File: src/rtl/mmio_uart_tx.sv
// Memory-mapped 8N1 UART transmitter: CPU stores bytes into a TX FIFO over the data bus,
// and a serialiser drains them onto TXD. Status/divisor registers read back combinationally.
module mmio_uart_tx #(
   parameter logic [31:0] BASE_ADDR  = 32'h0001_0000,
   parameter int          FIFO_DEPTH = 8,
   parameter logic [15:0] DIV_RESET  = 16'd867
) (
   input  logic        CLK,
   input  logic        RST,
   input  logic [1:0]  WR,
   input  logic [31:0] D_IN_ADDR,
   input  logic [31:0] D_IN,
   input  logic [31:0] D_OUT_ADDR,
   output logic [31:0] D_OUT,
   output logic        TXD,
   output logic        IRQ,
   output logic [1:0]  state_dbg
);

   localparam int PW = $clog2(FIFO_DEPTH);
   localparam int CW = PW + 1;

   typedef enum logic [1:0] {IDLE = 2'd0, START = 2'd1, DATA = 2'd2, STOP = 2'd3} state_t;

   state_t          state, state_next;
   logic [7:0]      mem [FIFO_DEPTH];
   logic [PW-1:0]   wr_ptr, rd_ptr;
   logic [CW-1:0]   count, count_next;
   logic            ovf;
   logic [15:0]     divisor;
   logic [15:0]     bit_cnt;
   logic [2:0]      bit_idx;
   logic [7:0]      shifter, shift_next;
   logic            txd_q, txd_next, irq_q;
   logic            tick, pop, push, bit_load;
   logic            wr_hit, wr_txdata, wr_status, wr_div, rd_hit;
   logic            fifo_empty, fifo_full, busy;
   logic            unused_bits;

   assign unused_bits = ^{D_IN[31:16], D_IN_ADDR[1:0], D_OUT_ADDR[1:0]};

   assign wr_hit    = (D_IN_ADDR[31:4] == BASE_ADDR[31:4]) && (WR != 2'b00);
   assign wr_txdata = wr_hit && (D_IN_ADDR[3:2] == 2'd0);
   assign wr_status = wr_hit && (D_IN_ADDR[3:2] == 2'd1);
   assign wr_div    = wr_hit && (D_IN_ADDR[3:2] == 2'd2);
   assign rd_hit    = (D_OUT_ADDR[31:4] == BASE_ADDR[31:4]);

   assign fifo_empty = (count == '0);
   assign fifo_full  = (count == CW'(FIFO_DEPTH));
   assign busy       = (state != IDLE);
   assign tick       = (bit_cnt == 16'd0);
   // A full FIFO still accepts a byte when the serialiser pops on the same edge.
   assign push       = wr_txdata && (!fifo_full || pop);

   always_comb begin
      count_next = count;
      case ({push, pop})
         2'b10:   count_next = count + CW'(1);
         2'b01:   count_next = count - CW'(1);
         default: count_next = count;
      endcase
   end

   always_ff @(posedge CLK) begin
      if (push) mem[wr_ptr] <= D_IN[7:0];
   end

   always_ff @(posedge CLK) begin
      if (RST) begin
         wr_ptr <= '0;
         rd_ptr <= '0;
         count  <= '0;
      end else begin
         if (push) wr_ptr <= wr_ptr + PW'(1);
         if (pop)  rd_ptr <= rd_ptr + PW'(1);
         count <= count_next;
      end
   end

   // Overflow set takes priority over a software clear on the same edge.
   always_ff @(posedge CLK) begin
      if (RST)                        ovf <= 1'b0;
      else if (wr_txdata && !push)    ovf <= 1'b1;
      else if (wr_status && D_IN[3])  ovf <= 1'b0;
   end

   always_ff @(posedge CLK) begin
      if (RST)                 divisor <= DIV_RESET;
      else if (wr_div) begin
         if (WR == 2'b01)      divisor[7:0] <= D_IN[7:0];
         else                  divisor      <= D_IN[15:0];
      end
   end

   // FSM: state register
   always_ff @(posedge CLK) begin
      if (RST) state <= IDLE;
      else     state <= state_next;
   end

   // FSM: next state
   always_comb begin
      state_next = state;
      case (state)
         IDLE:  if (!fifo_empty) state_next = START;
         START: if (tick) state_next = DATA;
         DATA:  if (tick && bit_idx == 3'd7) state_next = STOP;
         STOP:  if (tick) state_next = fifo_empty ? IDLE : START;
         default: state_next = IDLE;
      endcase
   end

   // FSM: outputs; TXD is registered from the next-cycle line level.
   always_comb begin
      pop        = (state_next == START) && (state == IDLE || state == STOP);
      bit_load   = (state_next != IDLE) && ((state_next != state) || tick);
      shift_next = shifter;
      if (pop)                       shift_next = mem[rd_ptr];
      else if (state == DATA && tick) shift_next = {1'b0, shifter[7:1]};
      case (state_next)
         START:   txd_next = 1'b0;
         DATA:    txd_next = shift_next[0];
         default: txd_next = 1'b1;
      endcase
   end

   // Bit timer reloads from DIVISOR at every bit boundary, so divisor edits apply from the next bit.
   always_ff @(posedge CLK) begin
      if (RST) begin
         bit_cnt <= 16'd0;
         bit_idx <= 3'd0;
         shifter <= 8'd0;
         txd_q   <= 1'b1;
         irq_q   <= 1'b1;
      end else begin
         if (bit_load)              bit_cnt <= divisor;
         else if (bit_cnt != 16'd0) bit_cnt <= bit_cnt - 16'd1;
         if (state != DATA)         bit_idx <= 3'd0;
         else if (tick)             bit_idx <= bit_idx + 3'd1;
         shifter <= shift_next;
         txd_q   <= txd_next;
         irq_q   <= (state_next == IDLE) && (count_next == '0);
      end
   end

   always_comb begin
      D_OUT = 32'd0;
      if (rd_hit) begin
         case (D_OUT_ADDR[3:2])
            2'd1:    D_OUT = {16'd0, 8'(count), 4'd0, ovf, busy, fifo_full, fifo_empty};
            2'd2:    D_OUT = {16'd0, divisor};
            default: D_OUT = 32'd0;
         endcase
      end
   end

   assign TXD       = txd_q;
   assign IRQ       = irq_q;
   assign state_dbg = state;

endmodule
File: config.mk
export PLATFORM = sky130hd
export DESIGN_NAME = mmio_uart_tx
export DESIGN_NICKNAME = d
export VERILOG_FILES = /design/src/rtl/mmio_uart_tx.sv
export SDC_FILE = /design/constraint.sdc
export NUM_CORES = 1
export LEC_CHECK = 0
export CAP_MARGIN = 20
export CORE_ASPECT_RATIO = 1.1
export CORE_MARGIN = 2
export CORE_UTILIZATION = 46
export CTS_CLUSTER_DIAMETER = 100
export DETAILED_ROUTE_END_ITERATION = 8
export PLACE_DENSITY = 0.83
export REMOVE_ABC_BUFFERS = 1
export SYNTH_ARGS = -nofsm -noshare
export SYNTH_HDL_FRONTEND = slang
export SYNTH_SLANG_ARGS = --single-unit
File: constraint.sdc
create_clock -name CLK -period 3.6 [get_ports CLK]
set_input_delay 0.72 -clock CLK [delete_from_list [all_inputs] [get_ports CLK]]
set_output_delay 0.72 -clock CLK [all_outputs]
set_load 0.1 [all_outputs]
; ---- Yosys cells after proc, flatten, opt, wreduce, memory -nomap -nowiden
; Memories as Yosys holds them, arrays and structs flattened. A register that Yosys moved wholly into a read port is not among the register bits.
; Cells that the tools add are included.
[word_totals]
ramBits = 64
input_bits = 100
regBits = 58
mem_count = 1
[op_classes]
bitwise = 1
reduce_logical = 32
n_addsub = 6
eq_ne = 18
n_mux = 20
[memory_table]
columns = memory, depth, width, read_ports, rd_clocked_by_memory_dff, wr, line_no
row1 = mem, 8, 8, 1, 1, 1, 26  ; logic [7:0] mem [FIFO_DEPTH];
[op_table]
columns = op, n
row1 = "28-bit by 13-bit == test with 1-bit output, second input constant", 2
row2 = 16-bit two-way mux, 3
row3 = 16-bit case mux with 2 select lines, 1
row4 = 16-bit zero test, 1
row5 = 8-bit two-way mux, 2
row6 = 16-bit nonzero test, 1
row7 = "16-bit by 1-bit subtractor with 16-bit output, second input constant", 1
row8 = "2-bit by 1-bit == test with 1-bit output, second input constant", 6
row9 = "2-bit == test, second input constant", 6
row10 = 1-bit logical AND, 12
row11 = 2-bit nonzero test, 6
row12 = "3-bit by 1-bit adder with 3-bit output, second input constant", 3
row13 = 4-bit zero test, 2
row14 = 2-bit two-way mux, 4
row15 = 2-bit case mux with 4 select lines, 1
row16 = 4-bit case mux with 2 select lines, 1
row17 = 2-bit zero test, 3
row18 = 3-bit two-way mux, 2
row19 = 1-bit two-way mux, 5
row20 = "4-bit by 1-bit adder with 4-bit output, second input constant", 1
row21 = "4-bit == test, second input constant", 1
row22 = "4-bit by 1-bit subtractor with 4-bit output, second input constant", 1
row23 = "3-bit == test, second input constant", 1
row24 = 1-bit logical OR, 3
row25 = other kinds (7), 8

; ---- Logic depth before layout (Yosys ltp)
[logic_depth]
ltp_word = 12
ltp_mapped = 21

; ---- Least setup slack after synthesis
; OpenSTA, ideal clock, no wires.
[synth_path]
path_kind = flip-flop to flip-flop
from = register state[0], in the netlist state_dbg[0]
to = register irq_q, in the netlist IRQ
path_slack_ns = -1.096
path_buffers = 2
stages_incl_launch_ff = 21
period_less_slack_ns = 4.696
arrival_ns = 4.638
setup_ns = 0.058
cell_sequence = dfxtp_1 inv_1 ha_1 or3_1 a22oi_1 mux2i_1 a21oi_4 or2_1 buf_6 inv_6 o211ai_4 ha_1 clkbuf_1 xor2_1 ha_1 a21oi_1 xor2_1 nor2_1 xnor2_1 nor4bb_1 a21o_1
[synth_via]
elab_chain_len = 10
word_cells_on_any_way = 20
classes_between = eq/ne (6) / mux (6) / reduce/logical (8)
[synth_lines]
columns = item, line_no
row1 = from (decl), 25  ; state_t state, state_next;
row2 = from (signal assigned), 98  ; else state <= state_next;
row3 = "2-bit == test, or another cell as far along", "104, 115"
row4 = 2-bit case mux with 4 select lines, 104  ; case (state)
row5 = 2-bit by 1-bit == test with 1-bit output, 115  ; pop = (state_next == START) && (state == IDLE || state == STOP);
row6 = 1-bit logical AND, 115
row7 = 1-bit logical OR, 53  ; assign push = wr_txdata && (!fifo_full || pop);
row8 = 1-bit logical AND, 53
row9 = 2-bit by 1-bit == test with 1-bit output or 2-bit == test (tied branches), 57  ; case ({push, pop})
row10 = 4-bit case mux with 2 select lines, 57
row11 = 4-bit zero test, 142  ; irq_q <= (state_next == IDLE) && (count_next == '0);
row12 = 1-bit logical AND (*), 142
row13 = to (signal assigned), 142
row14 = to (decl), 34  ; logic txd_q, txd_next, irq_q;
; Every way passes the cells marked *; elsewhere a longest branch is shown, timed or not.
; A chain may end at the register's enable or synchronous reset.

; ---- Worst setup path in the final report
[layout_path]
from = register count[0]
to = register irq_q, in the netlist IRQ
[layout_via]
elab_chain_len = 12
word_cells_on_any_way = 19
classes_between = add/sub (2) / eq/ne (4) / mux (5) / reduce/logical (8)
[layout_lines]
columns = item, line_no
row1 = from (decl), 28  ; logic [CW-1:0] count, count_next;
row2 = from (signal assigned), 76  ; count <= count_next;
row3 = 4-bit zero test, 48  ; assign fifo_empty = (count == '0);
row4 = 1-bit two-way mux, 108  ; STOP: if (tick) state_next = fifo_empty ? IDLE : START;
row5 = 2-bit two-way mux, 108
row6 = 2-bit case mux with 4 select lines, 104
row7 = 2-bit by 1-bit == test with 1-bit output, 115
row8 = 1-bit logical AND, 115
row9 = 1-bit logical OR, 53
row10 = 1-bit logical AND, 53
row11 = 2-bit by 1-bit == test with 1-bit output or 2-bit == test (tied branches), 57
row12 = 4-bit case mux with 2 select lines, 57
row13 = 4-bit zero test, 142
row14 = 1-bit logical AND (*), 142
; Marks and branches as above.

==> out/qor.yml <==
power_and_ir_drop:
  clockPowerShare_pct: 27.0
  irDropWorstVdd_mv: 0.4495
  p_switching_mw: 2.391
  comb_power_share_pct: 43.5
  p_int_mw: 3.812
  leakagePower_nw: 3.105
  swShare_pct: 38.55
  power_density_mw_per_mm2: 744.7
  pwr-share-seq_pct: 29.4
critical_path:
  critical_path_class: "reg2reg"
  timing.rr.start: "count[0]"
  rr_endpoint: "IRQ"
  arrival_ps: 3830
  required_ps: 3960
  endpoint: "IRQ"
  critPathCaptureType: "flip-flop"
  reg2regPathDepth: 16
  critPathLaunchType: "flip-flop"
  r2r_slack_ps: 130
  crit_start: "count[0]"
  critPathMaxFanout: 4
timing:
  setup_viol: 0
  skew_ps: 10.26
  fin_crit_sh_pct: 96.27
  worst_pin_slew_ps: 1065
  slew-limit-headroom_pct: 28.52
  slew_violations: 0
  fin_ws_ps: 134.4
  finalCriticalPeriod_ps: 3466
  timing.final.hold_violations: 0
  max_freq_mhz: 288.6
synthesis:
  syn_area_mm2: 0.006152
  syn-mean-instance-area_um2: 11.44
  synth_top_area_share_pct: 31.24
  async_flop_share_pct: 0
  yosysUniqueCellTypes: 64
  synthCells: 538
  synth-edff-count: 64
  yosysWarningCount: 0
  synth_top_area_cell: "edfxtp_1"
  synth_seq_cells: 125
  ys_seq_area_share_pct: 51.09
  synth_area_leaders: "edfxtp_1 31%, dfxtp_1 20%, mux4_2 5.9%"
  synth_ff_type: "edfxtp_1"
clocking:
  cts_max_level: 4
  path_clk_slew_ps: 60
  clock_path_buffers: 2
  cts_tree: "built"
  clk_latency_ps: 420
  cts_root_buffer: "clkbuf_16"
  numCtsBuffers: 17
  cts.sinks: 125
floorplan:
  ioPinCount: 136
  row_count: 44
  die_y_um: 125.3
  die-area_mm2: 0.01432
  initial_utilization_pct: 46.76
  core-area_mm2: 0.01316
  die_width_um: 114.3
grt:
  gr-total-overflow: 0
  grt_max_degree: 41
  grt_antenna_before_repair: 0
  grt_use_total_pct: 22.39
  grt_pass1_wl_um: 24950
  grt_pass1_vias: 4924
finish:
  num-nets-final: 790
  final_cell_mix: "80 x clkdlybuf4s50_1, 64 x edfxtp_1, 57 x dfxtp_1"
  diodes: 0
  area_growth_pct: 35.39
  register_area_mm2: 0.003151
  multi_input_area_mm2: 0.002831
  drive_gt1_share_pct: 22.56
  nFillCells: 909
  final_common_cell: "clkdlybuf4s50_1"
  stdcell_area_mm2: 0.008329
placed_design:
  gp_congestion: 0.8811
  place_ws_ps: -194.9
  placed_area_mm2: 0.007614
  io_buffer_count: 99
  place_hpwl_um: 10880
hold_path:
  min_path_cells: 2
  hold_class: "reg2reg"
routing:
  routed_wirelength_um: 15920
  vias: 4914
  wire_per_inst_um: 18.77
  viasPerCell: 5.795
  drc_errors: 0
  drt-pass1-iter-count: 6
  ant_nets: 0
  drtIter0Drc: 265
run:
  maxCapViolCount: 0
outcome:
  status: "finished clean"
metal layers:
| metal | routed length (um) | GRT usage (%) |
|---|---|---|
| met3 | 832 | 4.169 |
| met2 | 8284 | 39.22 |
| met1 | 6366 | 26.95 |
| met4 | 432 | 9.182 |
| met5 | 0 | 0 |
worst min-delay path by stage:
stage,from,end,slack [ps]
3_3_place_gp,bit_idx[1],bit_idx[1],440
5_1_grt,bit_idx[1],bit_idx[1],510
2_1_floorplan,bit_idx[1],bit_idx[1],440
3_5_place_dp,bit_idx[1],bit_idx[1],460
6_report,bit_idx[1],bit_idx[1],460
4_1_cts,bit_idx[1],bit_idx[1],460
layout make-up:
type | instances | area share (%)
flip-flops and latches | 125 | 37.82
clock buffers | 17 | 5.107
well taps | 161 | 2.419
clock inverters | 15 | 1.938
repair buffers | 146 | 18.03
inverters | 14 | 0.6910
multi-input cells | 370 | 33.99
registers in the layout, indices dropped and copies added (netlist names), named ones only:
| name | flops |
|---|---|
| state_dbg | 2 |
| divisor | 16 |
| IRQ | 1 |
| count | 4 |
| rd_ptr | 3 |
| shifter | 8 |
| bit_cnt | 16 |
| TXD | 1 |
| bit_idx | 3 |
| mem | 64 |
| wr_ptr | 3 |
| ovf | 1 |
synth_stat cells (all sizes together) (10+ instances only):
master / number
edfxtp: 64
dfxtp: 61
nor2: 47
nand2: 41
buf: 27
mux2i: 24
nor4: 23
clkbuf: 17
nand2b: 17
ha: 16
mux4: 16
o21ai: 15
inv: 14
nand3: 14
a21oi: 12
nor2b: 12
xnor2: 11
a22oi: 10
nor3: 10
xor2: 10
cells by family (layout without fill, tap and decap cells):
kind of cell             count (synthesis)  in the layout  synth area share [%]
flip-flops                             125            125                 51.09
adder cells (fa/ha/maj)                 16             16                 3.254
AO/OA/AOI/OAI                           76             76                 9.498
AND/OR/NAND/NOR                        198            198                 17.63
XOR/XNOR                                21             21                 2.990
multiplexers                            43             43                 10.31
other                                    1             16               0.06095
buffers and inverters                   58            192                 5.166
critical path, stage by stage, from the launching register on:
cell and delay [ps]:
dfxtp_1 320, or4_1 640, o21ai_1 310, o31ai_4 140, o21bai_2 180, or2_4 180, inv_6 50, o211ai_4 180
ha_2 210, xor2_1 160, ha_2 190, a21oi_2 40, xor2_1 150, nor2_1 140, xnor2_1 160, nor4bb_4 220
a21o_1 140
through the flow:
stage                     cells  utilization [%]  hold slack, ps  TNS, ps  total power [mW]
after floorplan             509                -           435.6   -48250             3.413
after global placement      812            57.86           442.7   -38.68             4.103
after detailed placement    812            57.86           456.5   -194.9             4.215
after CTS                   845            62.53           464.5        0             5.971
after global routing        848            63.30           505.7   -8.226             6.489
final                       848            63.30           464.9        0             6.203
what timing repair did:
item                                   CTS  global route
endpoints found under the hold margin    0             0
pin swaps                                2             8
setup endpoints to repair                1             2
hold buffers                             0             0
buffers inserted                         1             3
resized for setup                        6            22
power by group through the flow:
stage	Combinational, mW	Clock (mW)	Sequential (mW)
finish	2.70	1.68	1.83
global route	2.89	1.75	1.84
CTS	2.47	1.69	1.81
detailed placement	2.37	0	1.84
global placement	2.27	0	1.83
floorplan	1.46	0	1.95
Note: power is estimated with default switching activity, not from simulation.
